--- src/rtl/ro_puf_eval.sv ---
// ro_puf_eval: ring-oscillator PUF evaluator. For each response bit it
// selects the oscillator pair at (challenge + k) mod N_RO and counts rising
// edges on both banks over a programmable window. Bit k of the response is
// set when bank A counted strictly more edges than bank B.
// Optional build macro: RO_PUF_MAJORITY_EN (each bit is the majority of 3
// measurements).
// Ports:
//   clk, rst_n           clock; asynchronous active-high reset
//   start                one-cycle evaluation request (ignored while busy)
//   challenge            base oscillator index
//   window               measurement window in clk cycles (0 behaves as 1)
//   ro_a, ro_b           asynchronous oscillator banks
//   busy, done           evaluation in progress / one-cycle completion pulse
//   response             last completed response
//   sat                  a counter saturated during the last evaluation
module ro_puf_eval #(
  parameter int unsigned N_RO      = 32,
  parameter int unsigned CNT_W     = 16,
  parameter int unsigned RESP_BITS = 8
) (
  input  logic                      clk,
  input  logic                      rst_n,
  input  logic                      start,
  input  logic [$clog2(N_RO)-1:0]   challenge,
  input  logic [15:0]               window,
  input  logic [N_RO-1:0]           ro_a,
  input  logic [N_RO-1:0]           ro_b,
  output logic                      busy,
  output logic                      done,
  output logic [RESP_BITS-1:0]      response,
  output logic                      sat
);

  localparam int unsigned IW = $clog2(N_RO);
  localparam int unsigned KW = (RESP_BITS > 1) ? $clog2(RESP_BITS) : 1;
  localparam logic [CNT_W-1:0] CNT_MAX = '1;

  typedef enum logic [2:0] {
    IDLE, LOAD, CLEAR, COUNT, DRAIN, COMPARE, NEXT, DONE
  } state_t;

  state_t                state, state_d;
  logic [IW-1:0]         chal_q;
  logic [15:0]           win_q;
  logic [15:0]           timer;
  logic [KW-1:0]         bit_k;
  logic [IW-1:0]         idx;
  logic                  a_s1, a_s2, a_s3;
  logic                  b_s1, b_s2, b_s3;
  logic [CNT_W-1:0]      cnt_a, cnt_b;
  logic [RESP_BITS-1:0]  resp_acc;
  logic                  sat_acc;
  logic                  accept_c, count_en_c, cmp_c, bit_val_c;
  logic                  last_bit_c, last_pass_c;
`ifdef RO_PUF_MAJORITY_EN
  logic [1:0]            pass_q;
  logic [1:0]            votes;
`endif

  // Pair index wraps naturally because N_RO is a power of two.
  assign idx = chal_q + IW'(bit_k);

  // State register
  always_ff @(posedge clk or posedge rst_n) begin
    if (rst_n) state <= IDLE;
    else       state <= state_d;
  end

  // Next-state and control decode
  always_comb begin
    state_d     = state;
    accept_c    = 1'b0;
    count_en_c  = (state == COUNT) || (state == DRAIN);
    cmp_c       = (cnt_a > cnt_b);
    last_bit_c  = (bit_k == KW'(RESP_BITS - 1));
`ifdef RO_PUF_MAJORITY_EN
    last_pass_c = (pass_q == 2'd2);
    bit_val_c   = (votes[0] & votes[1]) | (votes[0] & cmp_c) | (votes[1] & cmp_c);
`else
    last_pass_c = 1'b1;
    bit_val_c   = cmp_c;
`endif
    case (state)
      IDLE: begin
        // done is high only in the cycle right after DONE; a start there is dropped
        if (start && !done) begin
          accept_c = 1'b1;
          state_d  = LOAD;
        end
      end
      LOAD:    state_d = CLEAR;
      CLEAR:   state_d = COUNT;
      COUNT:   if (timer == win_q - 16'd1) state_d = DRAIN;
      DRAIN:   if (timer == 16'd2) state_d = COMPARE;
      COMPARE: state_d = NEXT;
      NEXT: begin
        if (last_pass_c && last_bit_c) state_d = DONE;
        else                           state_d = CLEAR;
      end
      DONE:    state_d = IDLE;
      default: state_d = IDLE;
    endcase
  end

  // Datapath: synchronizers, counters, timers and result registers
  always_ff @(posedge clk or posedge rst_n) begin
    if (rst_n) begin
      chal_q   <= '0;
      win_q    <= 16'd1;
      timer    <= '0;
      bit_k    <= '0;
      a_s1     <= 1'b0;
      a_s2     <= 1'b0;
      a_s3     <= 1'b0;
      b_s1     <= 1'b0;
      b_s2     <= 1'b0;
      b_s3     <= 1'b0;
      cnt_a    <= '0;
      cnt_b    <= '0;
      resp_acc <= '0;
      sat_acc  <= 1'b0;
      busy     <= 1'b0;
      done     <= 1'b0;
      response <= '0;
      sat      <= 1'b0;
`ifdef RO_PUF_MAJORITY_EN
      pass_q   <= '0;
      votes    <= '0;
`endif
    end else begin
      done <= 1'b0;
      if (accept_c) busy <= 1'b1;

      // A freshly cleared pipeline prevents stale samples of the previous
      // pair from appearing as an edge on the new pair.
      if (state == CLEAR) begin
        {a_s1, a_s2, a_s3} <= 3'b000;
        {b_s1, b_s2, b_s3} <= 3'b000;
      end else begin
        a_s1 <= ro_a[idx];
        a_s2 <= a_s1;
        a_s3 <= a_s2;
        b_s1 <= ro_b[idx];
        b_s2 <= b_s1;
        b_s3 <= b_s2;
      end

      case (state)
        LOAD: begin
          chal_q   <= challenge;
          win_q    <= (window == 16'd0) ? 16'd1 : window;
          bit_k    <= '0;
          resp_acc <= '0;
          sat_acc  <= 1'b0;
`ifdef RO_PUF_MAJORITY_EN
          pass_q   <= '0;
          votes    <= '0;
`endif
        end
        CLEAR: begin
          cnt_a <= '0;
          cnt_b <= '0;
          timer <= '0;
        end
        COUNT: begin
          if (state_d == DRAIN) timer <= '0;
          else                  timer <= timer + 16'd1;
        end
        DRAIN: timer <= timer + 16'd1;
        COMPARE: begin
          if ((cnt_a == CNT_MAX) || (cnt_b == CNT_MAX)) sat_acc <= 1'b1;
`ifdef RO_PUF_MAJORITY_EN
          if (pass_q == 2'd0) votes[0] <= cmp_c;
          if (pass_q == 2'd1) votes[1] <= cmp_c;
`endif
          if (last_pass_c) resp_acc <= resp_acc | (RESP_BITS'(bit_val_c) << bit_k);
        end
        NEXT: begin
`ifdef RO_PUF_MAJORITY_EN
          if (!last_pass_c) pass_q <= pass_q + 2'd1;
          else              pass_q <= '0;
`endif
          if (last_pass_c && !last_bit_c) bit_k <= bit_k + KW'(1);
        end
        DONE: begin
          response <= resp_acc;
          sat      <= sat_acc;
          done     <= 1'b1;
          busy     <= 1'b0;
        end
        default: ;
      endcase

      // Saturating edge counters, live through COUNT and DRAIN
      if (count_en_c) begin
        if (a_s2 && !a_s3 && (cnt_a != CNT_MAX)) cnt_a <= cnt_a + CNT_W'(1);
        if (b_s2 && !b_s3 && (cnt_b != CNT_MAX)) cnt_b <= cnt_b + CNT_W'(1);
      end
    end
  end

endmodule
--- config.mk ---
export PLATFORM = sky130hd
export DESIGN_NAME = ro_puf_eval
export DESIGN_NICKNAME = d
export VERILOG_FILES = /design/src/rtl/ro_puf_eval.sv
export SDC_FILE = /design/constraint.sdc
export NUM_CORES = 1
export LEC_CHECK = 0
export CAP_MARGIN = 25
export CORE_UTILIZATION = 35
export CTS_BUF_LIST = sky130_fd_sc_hd__clkbuf_8 sky130_fd_sc_hd__clkbuf_16
export CTS_CLUSTER_DIAMETER = 100
export DETAILED_ROUTE_END_ITERATION = 6
export DONT_BUFFER_PORTS = 1
export GPL_TIMING_DRIVEN = 0
export SYNTH_ARGS = -nofsm -noshare
export SYNTH_HDL_FRONTEND = slang
export SYNTH_SLANG_ARGS = --single-unit
--- constraint.sdc ---
create_clock -name clk -period 3.65 [get_ports clk]
set_input_delay 0.5475 -clock clk [delete_from_list [all_inputs] [get_ports clk]]
set_output_delay 0.5475 -clock clk [all_outputs]
set_load 0.01 [all_outputs]
==> metrics.csv, run 1 <==
stage,metric,value,unit
outcome,status,"complete, no violations",
yosys,Syn Inst Count,700,
floorplanning,num ports,99,
timing,WHS,207,ps
clock_tree,hold-fix buffer count after cts,0,
clock_tree,clock-pin slew on the worst setup and hold paths,80,ps
yosys,Netlist cell types,58,
cells_and_area,Inserted Diodes,0,
critical_path,critical path depth,7,
clock_tree,clock tree buffer depth,2,
floorplanning,die area,19000,µm²
cells_and_area,final instance area,7050,µm²
placed_design,dpl hpwl,12000,µm
cells_and_area,nets@finish,827,
critical_path,worst-path cell chain,"ha_1, clkbuf_1, buf_1, mux4_2, mux4_2, mux2i_1, nor2_1",
floorplanning,Core ar.,18000,µm²
critical_path,r2r setup slk,390,ps
yosys,Synth area leaders,"dfrtp_1 (39%), mux4_2 (7.0%), nand2_1 (6.2%)",
yosys,Syn Std Cell Area,6460,µm²
floorplanning,# rows,49,
timing,Max Fclk,307,MHz
critical_path,worst setup path startpoint,bit_k[0]$_DFFE_PP0P_,
timing,period utilization,0.893,
power,Pleak,0.00306,µW
route,DR vias/cell,5.45,
clock_tree,Post-CTS Resized,0,
critical_path,Critical Path Source Type,register,
route,Vias,5160,
critical_path,Critical R2R Launch,bit_k[0]$_DFFE_PP0P_,
timing,final setup fails,0,
grt,vias in the first global route,4907,
placed_design,placed instance area,6770,µm²
placed_design,Port Buf Inserts,0,
clock_tree,# clock sinks,101,
route,drt first pass iters,5,
critical_path,Setup crit end kind,register,
route,Routed WL,15800,µm
timing,crit path time final,3260,ps
yosys,syn_nets,815,
cells_and_area,"Area growth, synth to finish",9.17,%
critical_path,kind of critical path,register to register,
grt,Total GRT Usage,0.178,
grt,initial antenna violation count,0,
clock_tree,setup bufs post-CTS,0,
timing,Worst Skew,12.4,ps
critical_path,crit path capture,b_s1$_DFF_PP0_,
route,starting DRC count in detailed routing,280,
critical_path,cell family with most CP delay,multiplexers,
clock_tree,clock root buffer,clkbuf_16,
yosys,yosys warns,0,
clock_tree,htree depth,3,
floorplanning,DIE HEIGHT,138,µm
yosys,"top cells by count, synth","nand2_1 (106), dfrtp_1 (100), nor2_1 (73), xnor2_1 (34), o21ai_0 (31)",
timing,RSZ-0062 raised after global routing,no,
run,max cap viols,0,
critical_path,WP data required,3850,ps
timing,Fin. Hold Viols,0,
critical_path,CP arrival,3470,ps
clock_tree,cts bufs inserted,9,
route,DRC Markers,0,
yosys,"Avg Cell Area, Syn",9.22,µm²
floorplanning,Die Wd,138,µm
placed_design,gpl congestion,0.847,
critical_path,"slowest stage delay, CP",670,ps
grt,GR Overflow Total,0,
yosys,"EDFF count, synth",0,
grt,largest net degree at the start of global routing,62,
route,DRT antenna net count,0,
clock_tree,Worst-Skew Late Latency,360,ps
floorplanning,initial core utilization,0.358,
critical_path,WP buf/inv,2,
yosys,"area leader, netlist",dfrtp_1,
yosys,Synth Register Bits,101,
grt,first-pass GRT wire length,25800,µm
critical_path,"slowest stage cell, crit path",buf_1,
critical_path,reg-to-reg critical path endpoint,b_s1$_DFF_PP0_,
critical_path,critical-path maximum fanout,10,
critical_path,FF-to-FF path depth,7,
power,Max VDD drop,0.000228,V
timing,Worst Tran Pin Value,895,ps
yosys,Synth top area share,0.388,
cells_and_area,layout cells sized above 1,0.0739,
yosys,share of flip-flops with an asynchronous set or reset,1.00,
min_path,Tightest Hold Check Type,primary input to asynchronous set/reset pin,
power,PwrDens,405,nW/µm²
yosys,most frequent cell after synthesis,nand2_1,
critical_path,most frequent CP cell,mux4_2,
clock_tree,CTS tree,done,
timing,Final Max Slew Viols,0,
route,Wirelength per Cell,16.7,µm
timing,relative slew slack,0.401,
yosys,sequential area share after synthesis,0.392,
yosys,ys flop type,dfrtp_1,
-- through the flow --
stage / power [µW] / worst slack (ps) / setup TNS, ps / util / cells
final: 2850 / 390 / 0 / 0.391 / 946
after global routing: 3020 / 201 / 0 / 0.391 / 946
after CTS: 2870 / 379 / 0 / 0.391 / 946
after detailed placement: 1930 / 388 / 0 / 0.375 / 930
after global placement: 1910 / -819 / -81430 / 0.374 / 929
after floorplan: 1770 / 457 / 0 / - / 700
-- state kept, by name, indices dropped and copies added (netlist names), 3 cells and up --
name	flops
resp_acc	8
response	8
cnt_b	16
win_q	16
timer	16
state	3
chal_q	5
bit_k	3
cnt_a	16
-- cell type report --
type	instances	area [µm²]
fillers	1827	11000
multi-input cells	536	3690
flip-flops and latches	101	2530
well taps	229	287
clock buffers	10	239
plain buffers	34	128
inverters	29	111
clock inverters	6	43.8
repair buffers	1	20.0
-- layer usage --
metal  routed length [µm]  track usage  vias up  part of all wire
met5                    0            0        -                 0
met4                  354       0.0737        0             0.022
met3                  854       0.0287       25             0.054
met2                 7140        0.277      165              0.45
met1                 7410        0.245     2425              0.47
li1                     -            -     2545                 -
-- cell families after synthesis --
group	count (synthesis)	share of synthesized area
AND/OR/NAND/NOR	321	0.248
flip-flops	101	0.392
AO/OA/AOI/OAI	98	0.100
buffers and inverters	63	0.0366
XOR/XNOR	54	0.0733
multiplexers	36	0.0965
adder cells (fa/ha/maj)	27	0.0535
-- worst min path at each step --
stage	to	slack [ps]	cells after the start
floorplan	a_s2$_DFF_PP0_	430	1
global placement	a_s2$_DFF_PP0_	430	1
detailed placement	a_s2$_DFF_PP0_	430	1
CTS	cnt_a[10]$_DFF_PP0_	250	1
global route	cnt_a[4]$_DFF_PP0_	280	1
finish	cnt_a[4]$_DFF_PP0_	210	1
-- worst reg2reg max path: cells and delay by family, from the launching register on --
| family | cells | cell delay [ps] |
|---|---|---|
| buffers and inverters | 2 | 1070 |
| DFF | 1 | 440 |
| and+or+nand+nor | 1 | 50 |
| muxes | 3 | 1260 |
| adders and majority gates | 1 | 300 |
-- layout by cell type (no fill, tap or decap), types with 20 or more instances in the layout --
cell type	n
mux4_2	20
nand2_1	106
nand4_1	20
inv_1	28
nor2_1	73
ha_1	26
dfrtp_1	100
clkbuf_1	29
o21ai_0	31
xnor2_1	34
a21oi_1	22
xor2_1	20
nand3_1	23
-- power breakdown --
| group | internal, µW | switching, µW |
|---|---|---|
| Clock | 487 | 459 |
| Sequential | 1210 | 103 |
| Combinational | 254 | 341 |
| Total | 1950 | 903 |
(Power assumes the default switching activity.)
==> run 2: changes to the inputs <==
Settings changed: CAP_MARGIN 25 to not set.
==> metrics.csv, run 2 (synthesized netlist as in run 1, its figures left out) <==
stage,metric,value,unit,change
outcome,status,"complete, no violations",,
floorplanning,DIE HEIGHT,138,µm,unchanged
timing,period utilization,0.893,,unchanged
power,Max VDD drop,0.000228,V,unchanged
floorplanning,die area,19000,µm²,unchanged
timing,RSZ-0062 raised after global routing,no,,
timing,Final Max Slew Viols,0,,unchanged
min_path,Tightest Hold Check Type,primary input to asynchronous set/reset pin,,
critical_path,Setup crit end kind,register,,
route,drt first pass iters,5,,unchanged
cells_and_area,layout cells sized above 1,0.0739,,unchanged
timing,Worst Tran Pin Value,895,ps,unchanged
critical_path,most frequent CP cell,mux4_2,,
floorplanning,num ports,99,,unchanged
timing,WHS,207,ps,unchanged
route,DR vias/cell,5.45,,unchanged
grt,largest net degree at the start of global routing,62,,unchanged
cells_and_area,register area,2530,µm²,unchanged
power,overall power,2850,µW,unchanged
route,DRC Markers,0,,unchanged
critical_path,kind of critical path,register to register,,
cells_and_area,"commonest non-fill, non-tap cell in the layout",nand2_1,,
grt,initial antenna violation count,0,,unchanged
route,Routed WL,15800,µm,unchanged
critical_path,Critical Path Source Type,register,,
grt,GR Overflow Total,0,,unchanged
floorplanning,initial core utilization,0.358,,unchanged
timing,Fin. Hold Viols,0,,unchanged
grt,first-pass GRT wire length,25800,µm,unchanged
route,starting DRC count in detailed routing,280,,unchanged
timing,crit path time final,3260,ps,unchanged
critical_path,"slowest stage delay, CP",670,ps,about the same
timing,Worst Skew,12.4,ps,unchanged
placed_design,Port Buf Inserts,0,,unchanged
grt,Total GRT Usage,0.178,,unchanged
floorplanning,Core ar.,18000,µm²,unchanged
clock_tree,hold-fix buffer count after cts,0,,unchanged
route,Wirelength per Cell,16.7,µm,unchanged
route,DRT antenna net count,0,,unchanged
timing,relative slew slack,0.401,,unchanged
clock_tree,cts bufs inserted,9,,unchanged
cells_and_area,most frequent cells in the layout,"nand2_1 (106), dfrtp_1 (100), nor2_1 (73)",,
critical_path,WP data required,3850,ps,about the same
critical_path,r2r setup slk,390,ps,about the same
cells_and_area,Inserted Diodes,0,,unchanged
timing,Max Fclk,307,MHz,unchanged
critical_path,cell family with most CP delay,multiplexers,,
critical_path,"slowest stage cell, crit path",buf_1,,
cells_and_area,area of the multi-input gates,3690,µm²,unchanged
power,PwrDens,405,nW/µm²,unchanged
grt,vias in the first global route,4907,,unchanged
clock_tree,clock tree buffer depth,2,,unchanged
clock_tree,# clock sinks,101,,unchanged
critical_path,critical-path maximum fanout,10,,unchanged
placed_design,gpl congestion,0.847,,unchanged
clock_tree,CTS tree,done,,
critical_path,WP buf/inv,2,,unchanged
clock_tree,Post-CTS Resized,0,,unchanged
clock_tree,Worst-Skew Late Latency,360,ps,about the same
clock_tree,clock root buffer,clkbuf_16,,
clock_tree,clock-pin slew on the worst setup and hold paths,80,ps,about the same
clock_tree,htree depth,3,,unchanged
cells_and_area,# fillers,1827,,unchanged
route,Vias,5160,,unchanged
floorplanning,# rows,49,,unchanged
clock_tree,setup bufs post-CTS,0,,unchanged
power,Pleak,0.00306,µW,unchanged
critical_path,CP arrival,3470,ps,about the same
critical_path,worst-path cell chain,"ha_1, clkbuf_1, buf_1, mux4_2, mux4_2, mux2i_1, nor2_1",,
floorplanning,Die Wd,138,µm,unchanged
placed_design,dpl hpwl,12000,µm,unchanged
run,max cap viols,0,,unchanged
cells_and_area,nets@finish,827,,unchanged
cells_and_area,"Area growth, synth to finish",9.17,%,unchanged
timing,final setup fails,0,,unchanged
-- run 2: cell counts in the layout (fill, tap and decap cells not counted) --
Identical to the previous run, type by type.
-- run 2: path summary, 6_finish.rpt --
| kind | start | end | cells after the start |
|---|---|---|---|
| setup / recovery | bit_k[0]$_DFFE_PP0P_ | b_s1$_DFF_PP0_ | 7 |
| hold / removal | rst_n | cnt_a[4]$_DFF_PP0_ | 1 |
| setup reg to reg | bit_k[0]$_DFFE_PP0P_ | b_s1$_DFF_PP0_ | 7 |
| hold reg to reg | a_s1$_DFF_PP0_ | a_s2$_DFF_PP0_ | 1 |
| max in group asynchronous | rst_n | cnt_b[4]$_DFF_PP0_ | 2 |
| min in group clk | challenge[0] | chal_q[0]$_DFFE_PP0P_ | 2 |
-- run 2: per-layer routing --
metal	up-vias	track usage	share of wire
met3	25	0.0287	0.054
met2	165	0.277	0.45
li1	2545	-	-
met1	2425	0.245	0.47
met4	0	0.0737	0.022
met5	-	0	0
-- run 2: layout make-up --
type	instances	area share
Timing Repair Buffer	1	0.00284
Tap cell	229	0.0407
Multi-Input combinational cell	536	0.524
Buffer	34	0.0181
Inverter	29	0.0158
Sequential cell	101	0.359
Clock buffer	10	0.0339
Clock inverter	6	0.00621
-- run 2: report_power, final --
part	internal (µW)	switching [µW]	total [µW]	leakage (µW)
Clock	487	459	946	0.000145
Sequential	1210	103	1310	0.00130
Combinational	254	341	595	0.00162
-- run 2: worst register-to-register path: cells and delay by family, from the launching register on --
family | cells | cell delay [ps]
multiplexers | 3 | 1260
buffers and inverters | 2 | 1070
flip-flops | 1 | 440
adder cells (fa/ha/maj) | 1 | 300
AND/OR/NAND/NOR | 1 | 50
-- run 2: per-stage QoR --
| step | worst slack [ps] | cell area (µm²) | std cells | TNS [ps] | util |
|---|---|---|---|---|---|
| detailed placement | 388 | 6770 | 930 | 0 | 0.375 |
| global route | 201 | 7050 | 946 | 0 | 0.391 |
| global placement | -819 | 6740 | 929 | -81430 | 0.374 |
| floorplan | 457 | 6460 | 700 | 0 | - |
| finish | 390 | 7050 | 946 | 0 | 0.391 |
| CTS | 379 | 7050 | 946 | 0 | 0.391 |
